### config.mk
export PLATFORM = sky130hd
export DESIGN_NAME = alu_arbiter
export DESIGN_NICKNAME = d
export VERILOG_FILES = /design/src/rtl/alu_arb_pkg.sv /design/src/rtl/alu_arb_rsp_slot.sv /design/src/rtl/alu_arbiter.sv
export SDC_FILE = /design/constraint.sdc
export NUM_CORES = 1
export LEC_CHECK = 0
export ABC_AREA = 0
export CELL_PAD_IN_SITES_DETAIL_PLACEMENT = 1
export CELL_PAD_IN_SITES_GLOBAL_PLACEMENT = 2
export CORE_AREA = 4 4 118 120
export DETAILED_ROUTE_END_ITERATION = 8
export DIE_AREA = 0 0 122 124
export DONT_BUFFER_PORTS = 1
export GPL_ROUTABILITY_DRIVEN = 0
export PLACE_DENSITY = 0.7
export SETUP_SLACK_MARGIN = 0.5
export SYNTH_ARGS = -nofsm -noshare
export SYNTH_HDL_FRONTEND = slang
export SYNTH_SLANG_ARGS = --single-unit
### constraint.sdc
create_clock -name clk -period 4.22 [get_ports clk]
set_input_delay 0.633 -clock clk [delete_from_list [all_inputs] [get_ports clk]]
set_output_delay 0.633 -clock clk [all_outputs]
set_load 0.02 [all_outputs]
### src/rtl/alu_arb_pkg.sv
// alu_arb_pkg: shared widths, ALU op encodings and round-robin state for alu_arbiter
package alu_arb_pkg;
    localparam int DATA_W_DEF = 32;
    localparam int CTRL_W_DEF = 3;
    typedef enum logic [2:0] {
        ALU_ADD = 3'b000,
        ALU_SUB = 3'b001,
        ALU_AND = 3'b010,
        ALU_OR  = 3'b011
    } alu_op_e;
    typedef enum logic {
        PRI0 = 1'b0,
        PRI1 = 1'b1
    } rr_state_e;
endpackage

### src/rtl/alu_arb_rsp_slot.sv
// alu_arb_rsp_slot: one registered response slot with valid/ready handshake
// Ports: clk, rst_n (async active-low); i_load captures i_result/i_eq and sets valid;
//        i_ready consumes the held response; o_valid/o_result/o_eq hold it;
//        o_free says the slot can take a new result this cycle.
module alu_arb_rsp_slot
    import alu_arb_pkg::*;
#(
    parameter int DATA_W = DATA_W_DEF
) (
    input  logic              clk,
    input  logic              rst_n,
    input  logic              i_load,
    input  logic [DATA_W-1:0] i_result,
    input  logic              i_eq,
    input  logic              i_ready,
    output logic              o_valid,
    output logic [DATA_W-1:0] o_result,
    output logic              o_eq,
    output logic              o_free
);
    logic              r_valid;
    logic [DATA_W-1:0] r_result;
    logic              r_eq;

    // A load wins over a consume, so a slot drained and refilled in the same
    // cycle stays valid and sustains one result per cycle.
    always_ff @(posedge clk or negedge rst_n) begin
        if (!rst_n) begin
            r_valid  <= 1'b0;
            r_result <= '0;
            r_eq     <= 1'b0;
        end else if (i_load) begin
            r_valid  <= 1'b1;
            r_result <= i_result;
            r_eq     <= i_eq;
        end else if (i_ready) begin
            r_valid  <= 1'b0;
        end
    end

    assign o_valid  = r_valid;
    assign o_result = r_result;
    assign o_eq     = r_eq;
    assign o_free   = !r_valid | i_ready;
endmodule

### src/rtl/alu_arbiter.sv
// alu_arbiter: round-robin sharing of one external ALU between two requesters
// Ports: clk, rst_n (async active-low); reqN_valid/ready/op1/op2/ctrl request side;
//        rspN_valid/ready/result/eq registered response side; alu_op1/op2/ctrl drive
//        the shared ALU, alu_out/alu_eq come back combinationally.
// Optional: define ALU_ARB_STATS_EN to add gnt_cnt0/gnt_cnt1 saturating transfer counters.
module alu_arbiter
    import alu_arb_pkg::*;
#(
    parameter int DATA_W = DATA_W_DEF,
    parameter int CTRL_W = CTRL_W_DEF
) (
    input  logic              clk,
    input  logic              rst_n,
    input  logic              req0_valid,
    output logic              req0_ready,
    input  logic [DATA_W-1:0] req0_op1,
    input  logic [DATA_W-1:0] req0_op2,
    input  logic [CTRL_W-1:0] req0_ctrl,
    input  logic              req1_valid,
    output logic              req1_ready,
    input  logic [DATA_W-1:0] req1_op1,
    input  logic [DATA_W-1:0] req1_op2,
    input  logic [CTRL_W-1:0] req1_ctrl,
    output logic              rsp0_valid,
    input  logic              rsp0_ready,
    output logic [DATA_W-1:0] rsp0_result,
    output logic              rsp0_eq,
    output logic              rsp1_valid,
    input  logic              rsp1_ready,
    output logic [DATA_W-1:0] rsp1_result,
    output logic              rsp1_eq,
    output logic [DATA_W-1:0] alu_op1,
    output logic [DATA_W-1:0] alu_op2,
    output logic [CTRL_W-1:0] alu_ctrl,
    input  logic [DATA_W-1:0] alu_out,
    input  logic              alu_eq
`ifdef ALU_ARB_STATS_EN
    ,
    output logic [15:0]       gnt_cnt0,
    output logic [15:0]       gnt_cnt1
`endif
);
    rr_state_e r_state;
    rr_state_e w_state_next;
    logic      w_free0, w_free1;
    logic      w_elig0, w_elig1;
    logic      w_gnt0, w_gnt1;

    // Gating with rst_n keeps any grant from being issued while reset is held.
    assign w_elig0 = rst_n & req0_valid & w_free0;
    assign w_elig1 = rst_n & req1_valid & w_free1;

    always_ff @(posedge clk or negedge rst_n) begin
        if (!rst_n) r_state <= PRI0;
        else        r_state <= w_state_next;
    end

    // The pointer only matters on contention; after a grant the other side gets priority.
    always_comb begin
        w_gnt0       = w_elig0;
        w_gnt1       = w_elig1;
        w_state_next = r_state;
        if (w_elig0 && w_elig1) begin
            w_gnt0 = (r_state == PRI0);
            w_gnt1 = (r_state == PRI1);
        end
        if (w_gnt0)      w_state_next = PRI1;
        else if (w_gnt1) w_state_next = PRI0;
    end

    assign req0_ready = w_gnt0;
    assign req1_ready = w_gnt1;
    assign alu_op1    = w_gnt0 ? req0_op1  : w_gnt1 ? req1_op1  : '0;
    assign alu_op2    = w_gnt0 ? req0_op2  : w_gnt1 ? req1_op2  : '0;
    assign alu_ctrl   = w_gnt0 ? req0_ctrl : w_gnt1 ? req1_ctrl : '0;

    alu_arb_rsp_slot #(.DATA_W(DATA_W)) u_slot0 (
        .clk      (clk),
        .rst_n    (rst_n),
        .i_load   (w_gnt0),
        .i_result (alu_out),
        .i_eq     (alu_eq),
        .i_ready  (rsp0_ready),
        .o_valid  (rsp0_valid),
        .o_result (rsp0_result),
        .o_eq     (rsp0_eq),
        .o_free   (w_free0)
    );

    alu_arb_rsp_slot #(.DATA_W(DATA_W)) u_slot1 (
        .clk      (clk),
        .rst_n    (rst_n),
        .i_load   (w_gnt1),
        .i_result (alu_out),
        .i_eq     (alu_eq),
        .i_ready  (rsp1_ready),
        .o_valid  (rsp1_valid),
        .o_result (rsp1_result),
        .o_eq     (rsp1_eq),
        .o_free   (w_free1)
    );

`ifdef ALU_ARB_STATS_EN
    logic [15:0] r_cnt0, r_cnt1;

    always_ff @(posedge clk or negedge rst_n) begin
        if (!rst_n) begin
            r_cnt0 <= '0;
            r_cnt1 <= '0;
        end else begin
            if (w_gnt0 && r_cnt0 != 16'hFFFF) r_cnt0 <= r_cnt0 + 16'd1;
            if (w_gnt1 && r_cnt1 != 16'hFFFF) r_cnt1 <= r_cnt1 + 16'd1;
        end
    end

    assign gnt_cnt0 = r_cnt0;
    assign gnt_cnt1 = r_cnt1;
`endif
endmodule

==> impl_metrics.py <==
metrics = {
    "route": {
        "drt_wl_total_mm": 12.33,
        "drc": 0,
        "detail_route.iter0.violations": 102,
        "num_vias": 2954,
        "ant_nets": 0,
        "wire_per_inst_um": 22.30,
        "viasPerCell": 5.342,
        "drt_pass1_iterations": 4,
    },
    "floorplan": {
        "die_height_um": 124,
        "ios": 310,
        "dieArea_sq_mm": 0.01513,
        "start_util": 0.2847,
        "coreArea_sq_mm": 0.01298,
        "rows": 42,
        "fp.dieW_um": 122,
    },
    "logic_synthesis": {
        "ys_warn_count": 0,
        "synthTopCellsByArea": "dfrtp_1 47%, mux2_2 20%, nand2_1 14%, o22ai_1 11%, clkbuf_1 2.0%",
        "synth.top_cell.area_share": 0.4673,
        "synthDistinctLibCells": 20,
        "synth-edff-count": 0,
        "ys_ff_latch": 69,
        "syn-cell-area_sq_mm": 0.003695,
        "syn_area_per_cell_sq_um": 9.474,
        "yosysTopAreaCell": "dfrtp_1",
        "syn_inst": 390,
        "seq_area_frac_synth": 0.4673,
        "synth_ff_type": "dfrtp_1",
        "synth_fp_nets": 563,
        "async_flop_share": 1.000,
    },
    "worst_setup_path": {
        "worstPathCellList": "nand2b_1 -> a211o_2 -> o22ai_1",
        "critPathKind": "register to primary output",
        "cp_max_fo": 67,
        "start_kind": "register",
        "crit_path_max_incr_delay_ns": 0.93,
        "end_kind": "primary output",
        "worstPathRequired_ns": 3.59,
        "slowest_stage": "a211o_2",
        "critPathArrivalTime_ns": 2.54,
    },
    "timing": {
        "slew_headroom": 0.2381,
        "min_period_over_period": 0.7530,
        "setup_violations": 0,
        "slew_viol_final": 0,
        "period_minus_slack_ns": 3.178,
        "fin_skew_ns": 0.007976,
        "fin_tns_setup_ns": 0,
        "setup_ws_ns": 1.042,
        "rsz0062_at_grt": "false",
        "fmax_mhz": 314.7,
        "worstMarginPinSlew_ns": 1.143,
        "whs_ns": 0.01578,
        "final_hold_viol_count": 0,
    },
    "cts": {
        "clock-sinks": 69,
        "clkLatencyLatePin_ns": 0.32,
        "htree_levels": 3,
        "cts_root_buffer": "clkbuf_16",
        "ctsLongestPathBuffers": 2,
        "clk_pin_slew_worst_paths_ns": 0.06,
        "post_cts_buffers": 0,
        "numCtsBuffers": 9,
        "cts_tree": "done",
    },
    "hold_path": {
        "hold_path.class": "input port to async pin",
    },
    "flow_run": {
        "cap_violations": 0,
    },
    "global_route": {
        "grt_antenna_before_repair": 1,
        "grt_max_degree": 145,
        "grt_pass1_wl_mm": 16.60,
        "grt-ovfl-total": 0,
        "grt_pass1_vias": 2937,
        "grt.total_usage": 0.1413,
    },
    "finish": {
        "areaGrowthSynthToFinish_pct": 11.31,
        "final_common_cell": "nand2_1",
        "drive_gt1_frac": 0.2447,
        "layout_common_cells": "138 x nand2_1, 69 x dfrtp_1, 67 x o22ai_1, 66 x mux2_2, 9 x clkbuf_16",
        "nets": 544,
        "multi_input_area_sq_mm": 0.001783,
        "fillCellCount": 1495,
        "regArea_sq_mm": 0.001727,
    },
    "power": {
        "peakVddDrop_mv": 0.4091,
        "power.static_leakage_uw": 0.001682,
        "powerDensity_mw_per_mm2": 593.7,
    },
    "status": {
        "status": "finished, final reports clean",
    },
    "placed_design": {
        "dp_hpwl_mm": 9.146,
        "portBuffers": 0,
        "preCtsSetupSlack_ns": 1.261,
    },
}
## sequential cells by signal (all words and copies together), names as in the netlist
register / count
r_state: 1
u_slot0.o_eq: 1
u_slot0.o_result: 32
u_slot0.o_valid: 1
u_slot1.o_eq: 1
u_slot1.o_result: 32
u_slot1.o_valid: 1
## path summary, 6_finish.rpt
path                                              from                               end  slack [ns]  depth (start not counted)
max                        u_slot0.o_valid$_DFFE_PN0P_                        alu_op1[3]        1.04                          3
min                                              rst_n  u_slot1.o_result[12]$_DFFE_PN0P_        0.02                          0
max reg2reg                u_slot1.o_valid$_DFFE_PN0P_  u_slot0.o_result[22]$_DFFE_PN0P_        2.28                          5
min reg2reg                        r_state$_DFFE_PN0P_               r_state$_DFFE_PN0P_        0.52                          1
max in group asynchronous                        rst_n  u_slot1.o_result[10]$_DFFE_PN0P_        3.55                          1
min in group clk                            alu_out[1]   u_slot0.o_result[1]$_DFFE_PN0P_        0.45                          1
## synth_stat cells, types with 2 or more instances
cell      count
clkbuf_1     20
o21ai_0       2
buf_2        10
inv_1         2
buf_6         3
o22ai_1      67
nand2_1     138
dfrtp_1      69
mux2_2       66
buf_4         3
## critical path, delay by kind of cell, from the launching register on
kind | cells | cell delay [ns]
compound gates | 2 | 1.36
flops | 1 | 0.48
simple gates | 1 | 0.31
## area by class of cell
cell class,count,area share
repair buffers,7,0.01825
clock buffers,10,0.05567
multi-input cells,282,0.4335
clock inverters,6,0.01673
inverters,2,0.001825
well taps,176,0.05354
diodes,1,0.0006085
flip-flops and latches,69,0.4198
## what timing repair did
action	4_1_cts	5_1_grt
endpoints found under the hold margin	62	1
gates resized for setup	0	0
hold buffers	1	1
## cell families after synthesis
kind of cell | Yosys count | share of synthesized area
and+or+nand+nor | 143 | 0.1493
muxes | 66 | 0.2012
AOI/OAI and AO/OA | 73 | 0.1297
DFF | 69 | 0.4673
buffers and inverters | 39 | 0.05249
## routing by layer
metal	GRT usage	wire length, um
met1	0.1484	4249
met2	0.2517	6422
met3	0.06767	1509
met4	0.04202	153
met5	0	0
## power by group
group          leakage [uW]  total (uW)  switching (uW)  internal (uW)
Sequential         0.000812        1220             380            845
Combinational      0.000726         467             264            204
Clock              0.000143         749             288            462
Total               0.00168        2440             931           1510
## metrics by stage
| stage | total power [uW] | std cells | util | instance area [sq um] |
|---|---|---|---|---|
| global route | 2563 | 553 | 0.3169 | 4113 |
| floorplan | 1596 | 390 | - | 3695 |
| global placement | 1674 | 534 | 0.2908 | 3775 |
| finish | 2442 | 553 | 0.3169 | 4113 |
| detailed placement | 1696 | 534 | 0.2908 | 3775 |
| CTS | 2471 | 551 | 0.3159 | 4100 |
No activity file was read; power rests on OpenSTA's default activity.
